--- config.mk ---
export PLATFORM = sky130hd
export DESIGN_NAME = spi_slave
export DESIGN_NICKNAME = d
export VERILOG_FILES = /design/src/rtl/spi_pkg.sv /design/src/rtl/spi_sync.sv /design/src/rtl/spi_slave.sv
export SDC_FILE = /design/constraint.sdc
export NUM_CORES = 1
export LEC_CHECK = 0
export ABC_AREA = 1
export CORE_ASPECT_RATIO = 1.75
export CORE_MARGIN = 2
export CORE_UTILIZATION = 52
export DETAILED_ROUTE_END_ITERATION = 7
export PLACE_DENSITY = 0.86
export SYNTH_ARGS = -nofsm -noshare
export SYNTH_HDL_FRONTEND = slang
export SYNTH_SLANG_ARGS = --single-unit
export TNS_END_PERCENT = 50
--- constraint.sdc ---
create_clock -name clk -period 1.8 [get_ports clk]
set_clock_uncertainty 0.15 [all_clocks]
set_input_delay 0.27 -clock clk [delete_from_list [all_inputs] [get_ports clk]]
set_output_delay 0.27 -clock clk [all_outputs]
set_load 0.005 [all_outputs]
--- src/rtl/spi_pkg.sv ---
// Shared constants and FSM state type for the SPI slave.
package spi_pkg;

    localparam int unsigned DATA_W_DEF      = 8;
    localparam int unsigned SYNC_STAGES_DEF = 2;

    typedef enum logic [0:0] {
        StIdle  = 1'b0,
        StShift = 1'b1
    } state_e;

endpackage

--- src/rtl/spi_sync.sv ---
// Multi-flop synchronizer for one asynchronous input, with a programmable reset level.
module spi_sync #(
    parameter int unsigned STAGES  = 2,
    parameter logic        RST_VAL = 1'b0
) (
    input  logic clk,
    input  logic rst,
    input  logic i_d,
    output logic o_q
);

    logic [STAGES-1:0] r_sync;

    always_ff @(posedge clk or posedge rst) begin
        if (rst) begin
            r_sync <= {STAGES{RST_VAL}};
        end else begin
            r_sync <= {r_sync[STAGES-2:0], i_d};
        end
    end

    assign o_q = r_sync[STAGES-1];

endmodule

--- src/rtl/spi_slave.sv ---
// Mode-0 SPI slave: synchronized sclk/cs_n/mosi, MSB-first shifting, one-entry tx buffer,
// rx word register with valid pulse, and tx underrun reporting.
module spi_slave
    import spi_pkg::*;
#(
    parameter int unsigned DATA_W      = DATA_W_DEF,
    parameter int unsigned SYNC_STAGES = SYNC_STAGES_DEF
) (
    input  logic              clk,
    input  logic              rst,
    input  logic              sclk,
    input  logic              cs_n,
    input  logic              mosi,
    output logic              miso,
    output logic              miso_oe,
    input  logic [DATA_W-1:0] tx_data,
    input  logic              tx_valid,
    output logic              tx_ready,
    output logic [DATA_W-1:0] rx_data,
    output logic              rx_valid,
    output logic              tx_underrun,
    output logic              busy
);

    localparam int unsigned       CNT_W = $clog2(DATA_W + 1);
    localparam logic [CNT_W-1:0] LAST  = CNT_W'(DATA_W - 1);

    logic w_sclk_s, w_cs_n_s, w_mosi_s;
    logic r_sclk_prev, r_cs_n_prev;
    logic [SYNC_STAGES-1:0] r_flush;
    logic r_cs_ok;

    state_e r_state, w_state_next;

    logic [CNT_W-1:0]  r_cnt;
    logic [DATA_W-1:0] r_rx_sr, r_tx_sr, r_tx_buf, r_rx_data;
    logic              r_buf_full, r_rx_valid, r_underrun;

    logic w_sclk_rise, w_sclk_fall, w_cs_fall, w_cs_rise;
    logic w_active, w_wrap, w_word_start, w_tx_hs;

    spi_sync #(.STAGES(SYNC_STAGES), .RST_VAL(1'b0)) u_sync_sclk (
        .clk (clk),
        .rst (rst),
        .i_d (sclk),
        .o_q (w_sclk_s)
    );

    spi_sync #(.STAGES(SYNC_STAGES), .RST_VAL(1'b1)) u_sync_cs_n (
        .clk (clk),
        .rst (rst),
        .i_d (cs_n),
        .o_q (w_cs_n_s)
    );

    spi_sync #(.STAGES(SYNC_STAGES), .RST_VAL(1'b0)) u_sync_mosi (
        .clk (clk),
        .rst (rst),
        .i_d (mosi),
        .o_q (w_mosi_s)
    );

    assign w_sclk_rise = w_sclk_s & ~r_sclk_prev;
    assign w_sclk_fall = ~w_sclk_s & r_sclk_prev;
    // A fall only counts once cs_n has been seen high after the synchronizers flushed,
    // so a cs_n held low across reset release cannot start a word.
    assign w_cs_fall   = r_cs_ok & r_cs_n_prev & ~w_cs_n_s;
    assign w_cs_rise   = ~r_cs_n_prev & w_cs_n_s;

    assign w_active     = (r_state == StShift) && !w_cs_rise;
    assign w_wrap       = w_active && w_sclk_rise && (r_cnt == LAST);
    assign w_word_start = ((r_state == StIdle) && w_cs_fall) || w_wrap;
    assign w_tx_hs      = tx_valid && !r_buf_full;

    always_ff @(posedge clk or posedge rst) begin
        if (rst) begin
            r_state <= StIdle;
        end else begin
            r_state <= w_state_next;
        end
    end

    always_comb begin
        w_state_next = r_state;
        unique case (r_state)
            StIdle:  if (w_cs_fall) w_state_next = StShift;
            StShift: if (w_cs_rise) w_state_next = StIdle;
            default: w_state_next = StIdle;
        endcase
    end

    always_ff @(posedge clk or posedge rst) begin
        if (rst) begin
            r_sclk_prev <= 1'b0;
            r_cs_n_prev <= 1'b1;
            r_flush     <= '0;
            r_cs_ok     <= 1'b0;
            r_cnt       <= '0;
            r_rx_sr     <= '0;
            r_tx_sr     <= '0;
            r_tx_buf    <= '0;
            r_rx_data   <= '0;
            r_buf_full  <= 1'b0;
            r_rx_valid  <= 1'b0;
            r_underrun  <= 1'b0;
        end else begin
            r_sclk_prev <= w_sclk_s;
            r_cs_n_prev <= w_cs_n_s;
            r_flush     <= {r_flush[SYNC_STAGES-2:0], 1'b1};
            if (r_flush[SYNC_STAGES-1] && w_cs_n_s) begin
                r_cs_ok <= 1'b1;
            end
            r_rx_valid <= 1'b0;
            r_underrun <= 1'b0;

            // A same-cycle handshake refills the buffer after the word start drained it.
            if (w_tx_hs) begin
                r_tx_buf   <= tx_data;
                r_buf_full <= 1'b1;
            end else if (w_word_start) begin
                r_buf_full <= 1'b0;
            end

            // No shift on the fall right after a wrap: the new word's MSB must stay on miso.
            if (w_word_start) begin
                r_tx_sr    <= r_buf_full ? r_tx_buf : '0;
                r_underrun <= ~r_buf_full;
            end else if (w_active && w_sclk_fall && (r_cnt != '0)) begin
                r_tx_sr <= r_tx_sr << 1;
            end

            if (w_active && w_sclk_rise) begin
                r_rx_sr <= {r_rx_sr[DATA_W-2:0], w_mosi_s};
                if (w_wrap) begin
                    r_cnt      <= '0;
                    r_rx_data  <= {r_rx_sr[DATA_W-2:0], w_mosi_s};
                    r_rx_valid <= 1'b1;
                end else begin
                    r_cnt <= r_cnt + 1'b1;
                end
            end else if (!w_active) begin
                r_cnt   <= '0;
                r_rx_sr <= '0;
            end
        end
    end

    assign busy        = (r_state == StShift);
    assign miso        = busy ? r_tx_sr[DATA_W-1] : 1'b0;
    assign miso_oe     = busy;
    assign tx_ready    = ~r_buf_full;
    assign rx_data     = r_rx_data;
    assign rx_valid    = r_rx_valid;
    assign tx_underrun = r_underrun;

endmodule

# Word-level counts from Yosys, hierarchy flattened
# Cells that the tools add are included.
[op_classes] addsub=1 n_eq_ne=2 reduce_logical=15 bitwise=11 muxes=17
[op_table] op="8-bit 2-to-1 mux" count=3
[op_table] op="7-bit 2-to-1 mux" count=2
[op_table] op="4-bit 2-to-1 mux" count=3
[op_table] op="1-bit logical AND" count=8
[op_table] op="1-bit 2-to-1 mux" count=8
[op_table] op="1-bit inverter" count=6
[op_table] op="1-bit bitwise AND" count=5
[op_table] op="4-bit by 1-bit adder with 4-bit output, second input constant" count=1
[op_table] op="4-bit by 3-bit equality test with 1-bit output, second input constant" count=1
[op_table] op="2-bit nonzero test" count=2
[op_table] op="4-bit nonzero test" count=1
[op_table] op="1-bit zero test" count=2
[op_table] op="2-bit by 1-bit != test with 1-bit output, second input constant" count=1
[op_table] op="1-bit one-hot mux with 2 select lines" count=1
[op_table] op="2-bit AND reduction" count=1
[op_table] op="1-bit logical OR" count=1
[totals] regBits=50 elab_cells=62

# Logic depth before layout (Yosys ltp)
[logic_depth] depth_word=9 ltp_mapped=9 depth_no_buf=9

# Cells and area by module
# Synthesis repeated with hierarchy kept, for this count alone.
[unflattened] cells_unflattened=186 hier_area_um2=1993.2
[modules_own_cells] module="spi_slave" cells_per_inst=177 seq_area_each_um2=1102.3 area_per_inst_um2=1829.3 instances=1
[modules_own_cells] module="spi_sync (u_sync_mosi ...)" cells_per_inst=3 seq_area_each_um2=50.0 area_per_inst_um2=53.8 instances=2
[modules_own_cells] module="spi_sync (u_sync_cs_n)" cells_per_inst=3 seq_area_each_um2=52.6 area_per_inst_um2=56.3 instances=1

# Least setup slack after synthesis
# Ideal clock, no wire load.
[synth_path] kind="register -> register" startpoint="register r_cnt[0]" endpoint="register r_tx_sr[2]" arrival_ps=1238 path_stages_with_launch=9 path_buffers=1 required_ps=1533 setup_time_ps=117 synth_period_minus_slack_ps=1505 path_slack_ps=295 cell_sequence="dfrtp_1 ha_1 nand3_1 inv_1 nand2_4 buf_6 nand3_4 nand3_1 nand2_1"
[synth_between] elab_chain_cells=4
[synth_lines] element="from (decl)" line_no="spi_slave.sv:35" rtl="logic [CNT_W-1:0] r_cnt;"
[synth_lines] element="from (signal assigned)" line_no="spi_slave.sv:139" rtl="r_cnt <= r_cnt + 1'b1;"
[synth_lines] element="4-bit by 3-bit equality test with 1-bit output" line_no="spi_slave.sv:71" rtl="assign w_wrap = w_active && w_sclk_rise && (r_cnt == LAST);"
[synth_lines] element="1-bit logical AND" line_no="spi_slave.sv:71"
[synth_lines] element="1-bit logical OR" line_no="spi_slave.sv:72" rtl="assign w_word_start = ((r_state == StIdle) && w_cs_fall) || w_wrap;"
[synth_lines] element="8-bit 2-to-1 mux or 2-bit nonzero test (tied branches)"
[synth_lines] element="to (signal assigned)" line_no="spi_slave.sv:126" rtl="r_tx_sr <= r_buf_full ? r_tx_buf : '0;"
[synth_lines] element="to (signal assigned)" line_no="spi_slave.sv:129" rtl="r_tx_sr <= r_tx_sr << 1;"
[synth_lines] element="to (decl)" line_no="spi_slave.sv:36" rtl="logic [DATA_W-1:0] r_rx_sr, r_tx_sr, r_tx_buf, r_rx_data;"
# Parallel ways exist; a longest one is shown, timed or not.
# A chain may end at the register's enable or synchronous reset.

# Worst setup path after layout
[layout_path] startpoint="register r_buf_full" endpoint="output tx_ready"
[layout_between] elab_chain_cells=1
[layout_lines] element="from (decl)" line_no="spi_slave.sv:37" rtl="logic r_buf_full, r_rx_valid, r_underrun;"
[layout_lines] element="from (signal assigned)" line_no="spi_slave.sv:103" rtl="r_buf_full <= 1'b0;"
[layout_lines] element="from (signal assigned)" line_no="spi_slave.sv:119" rtl="r_buf_full <= 1'b1;"
[layout_lines] element="from (signal assigned)" line_no="spi_slave.sv:121" rtl="r_buf_full <= 1'b0;"
[layout_lines] element="1-bit inverter" line_no="spi_slave.sv:151" rtl="assign tx_ready = ~r_buf_full;"
[layout_lines] element="to (decl)" line_no="spi_slave.sv:18" rtl="output logic tx_ready,"
# Every way passes these cells.

==> impl_metrics.tcl <==
set metrics [dict create \
    status "finished, final reports clean" \
    cts_made_buffers 5 \
    worstSetupEndpointType "output port" \
    n_antenna_cell 0 \
    clock.fmax_mhz 589 \
    grt_pass1_wl_um 6620 \
    yosysMostFrequentCell "dfrtp_1" \
    avgViaCountPerCell 5.12 \
    drv_cap 0 \
    worstPathCellList "inv_1 > clkdlybuf4s50_1" \
    slowest_delay_ps 500 \
    fin_setup_tns_ps 0 \
    fillers 315 \
    power_leakage_nw 1.19 \
    cp-start-kind "flop" \
    rsz0062_at_grt "false" \
    cts_max_path_buffers 2 \
    clockRootBuffer "clkbuf_8" \
    arrival_ps 1280 \
    core_um2 3870 \
    r2r-start "r_cs_n_prev$_DFF_PP1_" \
    synth-simple-area-share 0.199 \
    synth_common_cells "dfrtp_1, nand2_1, inv_1" \
    h-tree-depth 2 \
    detailedRoute.firstIterationViolations 13 \
    avgSynthCellArea_um2 10.6 \
    grt_max_degree 24 \
    synth_top_flop_cell "dfrtp_1" \
    setup_ws_ps 101 \
    cts_sinks 50 \
    period_minus_slack_ps 1700 \
    synthCells 198 \
    slowest_stage "clkdlybuf4s50_1" \
    synth_cell_types 27 \
    syn-cell-area_um2 2090 \
    track_usage 0.199 \
    finalCritPeriodShare 0.944 \
    ant_nets 0 \
    antenna_found_initial 0 \
    die_y_um 87.9 \
    dp_cells 275 \
    crit_path_max_fanout 3 \
    worstRegToRegCells 9 \
    p_total_mw 2.67 \
    synth_area_leaders "dfrtp_1, nand2_1, mux2_2, inv_1, nand3_1" \
    r2r_slack_ps 140 \
    required_ps 1380 \
    grt-ovfl-total 0 \
    synth_seq_cells 50 \
    hold_path_class "primary input to asynchronous set/reset pin" \
    final-instance-count-excl-fill 284 \
    ys_seq_area_frac 0.600 \
    final_layout_size_suffix_gt1_frac 0.182 \
    ir_worst_vdd_mv 0.811 \
    regArea_um2 1260 \
    synth_compound_area_frac 0.0712 \
    cts_tree "built" \
    initial_utilization 0.541 \
    synth_xor_area_frac 0.00419 \
    die_x_um 51.9 \
    gp_congestion 0.872 \
    dr.pass1.iters 4 \
    yosysWarnings 0 \
    routedWlPerCell_um 13.0 \
    synth_nets 214 \
    finalSetupViolCount 0 \
    insertion_delay_ps 300 \
    port_buffers 27 \
    num_io_pins 28 \
    ctsHoldBuffers 0 \
    worstSetupPathType "flop to output port" \
    multiInputGateArea_um2 693 \
    slew_violations 0 \
    async_reset_ff_frac 1.00 \
    die-area_um2 4570 \
    drc 0 \
    clk_pin_slew_worst_paths_ps 80 \
    synthAdderAreaFrac 0.0120 \
    synth_top_area_frac 0.562 \
    synth_edf_count 0 \
    synth_top_family_by_area "simple AND/OR/NAND/NOR gates" \
    nets 251 \
    rows 30 \
    dp_hpwl_um 2850 \
    power_density_nw_per_um2 1050 \
    grt_pass1_vias 1535 \
    synth_mux_area_frac 0.0431 \
    via_count 1454 \
    hold_viol 0 \
    drt-total-wl_um 3690 \
    r2r-end "r_tx_sr[4]$_DFFE_PP0P_" \
    fin_util 0.659 \
    areaGrowthSynthToFinish_pct 21.7 \
    dp_slack_ps 131 \
    synth_top_cell_by_area "dfrtp_1" \
]
-- worst max-delay path, delay by kind of cell, from the launching register on --
family                 cells  cell delay (ps)
DFF                        1              380
buffers and inverters      2              590
-- metrics by stage --
| step | instance area, µm² | hold WS (ps) |
|---|---|---|
| 4_1_cts | 2540 | 89.9 |
| 5_1_grt | 2550 | 102 |
| 3_5_place_dp | 2450 | 186 |
| 2_1_floorplan | 2090 | 124 |
| 6_report | 2550 | 83.6 |
| 3_3_place_gp | 2450 | 181 |
-- placed cells by master (no fill, tap or decap), types with 2 or more instances in the layout --
cell / netlist / layout
o21ai_0: 12 / 12
buf_12: 0 / 2
nand4_1: 4 / 4
nor2_4: 3 / 3
clkdlybuf4s50_1: 0 / 27
inv_1: 23 / 22
nand3_4: 3 / 3
o22ai_1: 8 / 8
mux2_2: 8 / 8
ha_1: 2 / 2
nand2_1: 44 / 44
clkbuf_8: 0 / 5
nand3_1: 17 / 17
nor2_2: 2 / 2
nor2_1: 2 / 2
nand2_2: 3 / 3
buf_4: 1 / 6
clkbuf_1: 0 / 2
dfrtp_1: 47 / 46
a21oi_1: 2 / 2
dfstp_2: 3 / 3
inv_2: 3 / 4
-- report_power, final --
part	switching [mW]	internal [mW]	leakage, nW
combinational	0.314	0.302	0.523
sequential	0.114	1.33	0.627
clock	0.335	0.275	0.0385
total	0.763	1.90	1.19
-- worst max path at each step --
stage | from | endpoint | slack (ps)
after floorplan | rst | busy$_DFF_PP0_ | 180
after detailed placement | r_cs_n_prev$_DFF_PP1_ | r_tx_sr[4]$_DFFE_PP0P_ | 130
after global routing | r_cs_n_prev$_DFF_PP1_ | rx_data[7]$_DFFE_PP0P_ | 5
after CTS | busy$_DFF_PP0_ | miso | 7
final | r_buf_full$_DFFE_PP0P_ | tx_ready | 100
after global placement | r_cs_n_prev$_DFF_PP1_ | r_tx_sr[4]$_DFFE_PP0P_ | 180
-- registers in the layout, summed over array words and instances (netlist names) --
register / count
u_sync_sclk.r_sync: 2
r_tx_sr: 8
rx_valid: 1
r_rx_sr: 7
r_tx_buf: 8
busy: 1
tx_underrun: 1
u_sync_mosi.r_sync: 2
u_sync_cs_n.r_sync: 2
r_cnt: 4
r_flush: 2
rx_data: 8
r_cs_ok: 1
r_cs_n_prev: 1
r_buf_full: 1
r_sclk_prev: 1
-- metal layers --
metal,wire length [µm],global-route usage,vias to the layer above
met5,0,0,-
met4,92,0.0981,0
met3,114,0.0495,11
met2,2180,0.360,33
met1,1310,0.205,698
li1,-,-,712
-- cell type report --
type | count | area share
clock buffer | 7 | 0.0300
clock inverter | 1 | 0.00295
inverter | 26 | 0.0383
multi-input combinational | 117 | 0.272
sequential | 50 | 0.493
tap | 48 | 0.0236
timing repair buffer | 35 | 0.140
-- cell families (layout without fill, tap and decap cells) --
logic type | count (synthesis) | after routing
adder cells (fa/ha/maj) | 2 | 2
buffers and inverters | 31 | 69
AO/OA/AOI/OAI | 25 | 25
other | 1 | 1
XOR/XNOR | 1 | 1
flip-flops | 50 | 50
multiplexers | 8 | 8
AND/OR/NAND/NOR | 80 | 80
-- timing repair --
item                                    in CTS  in global routing
resized for setup                            1                  0
endpoints found under the setup margin       3                  1
gates cloned                                 0                  0
setup buffers                                0                  1
Power figures use the tool's default switching activity.
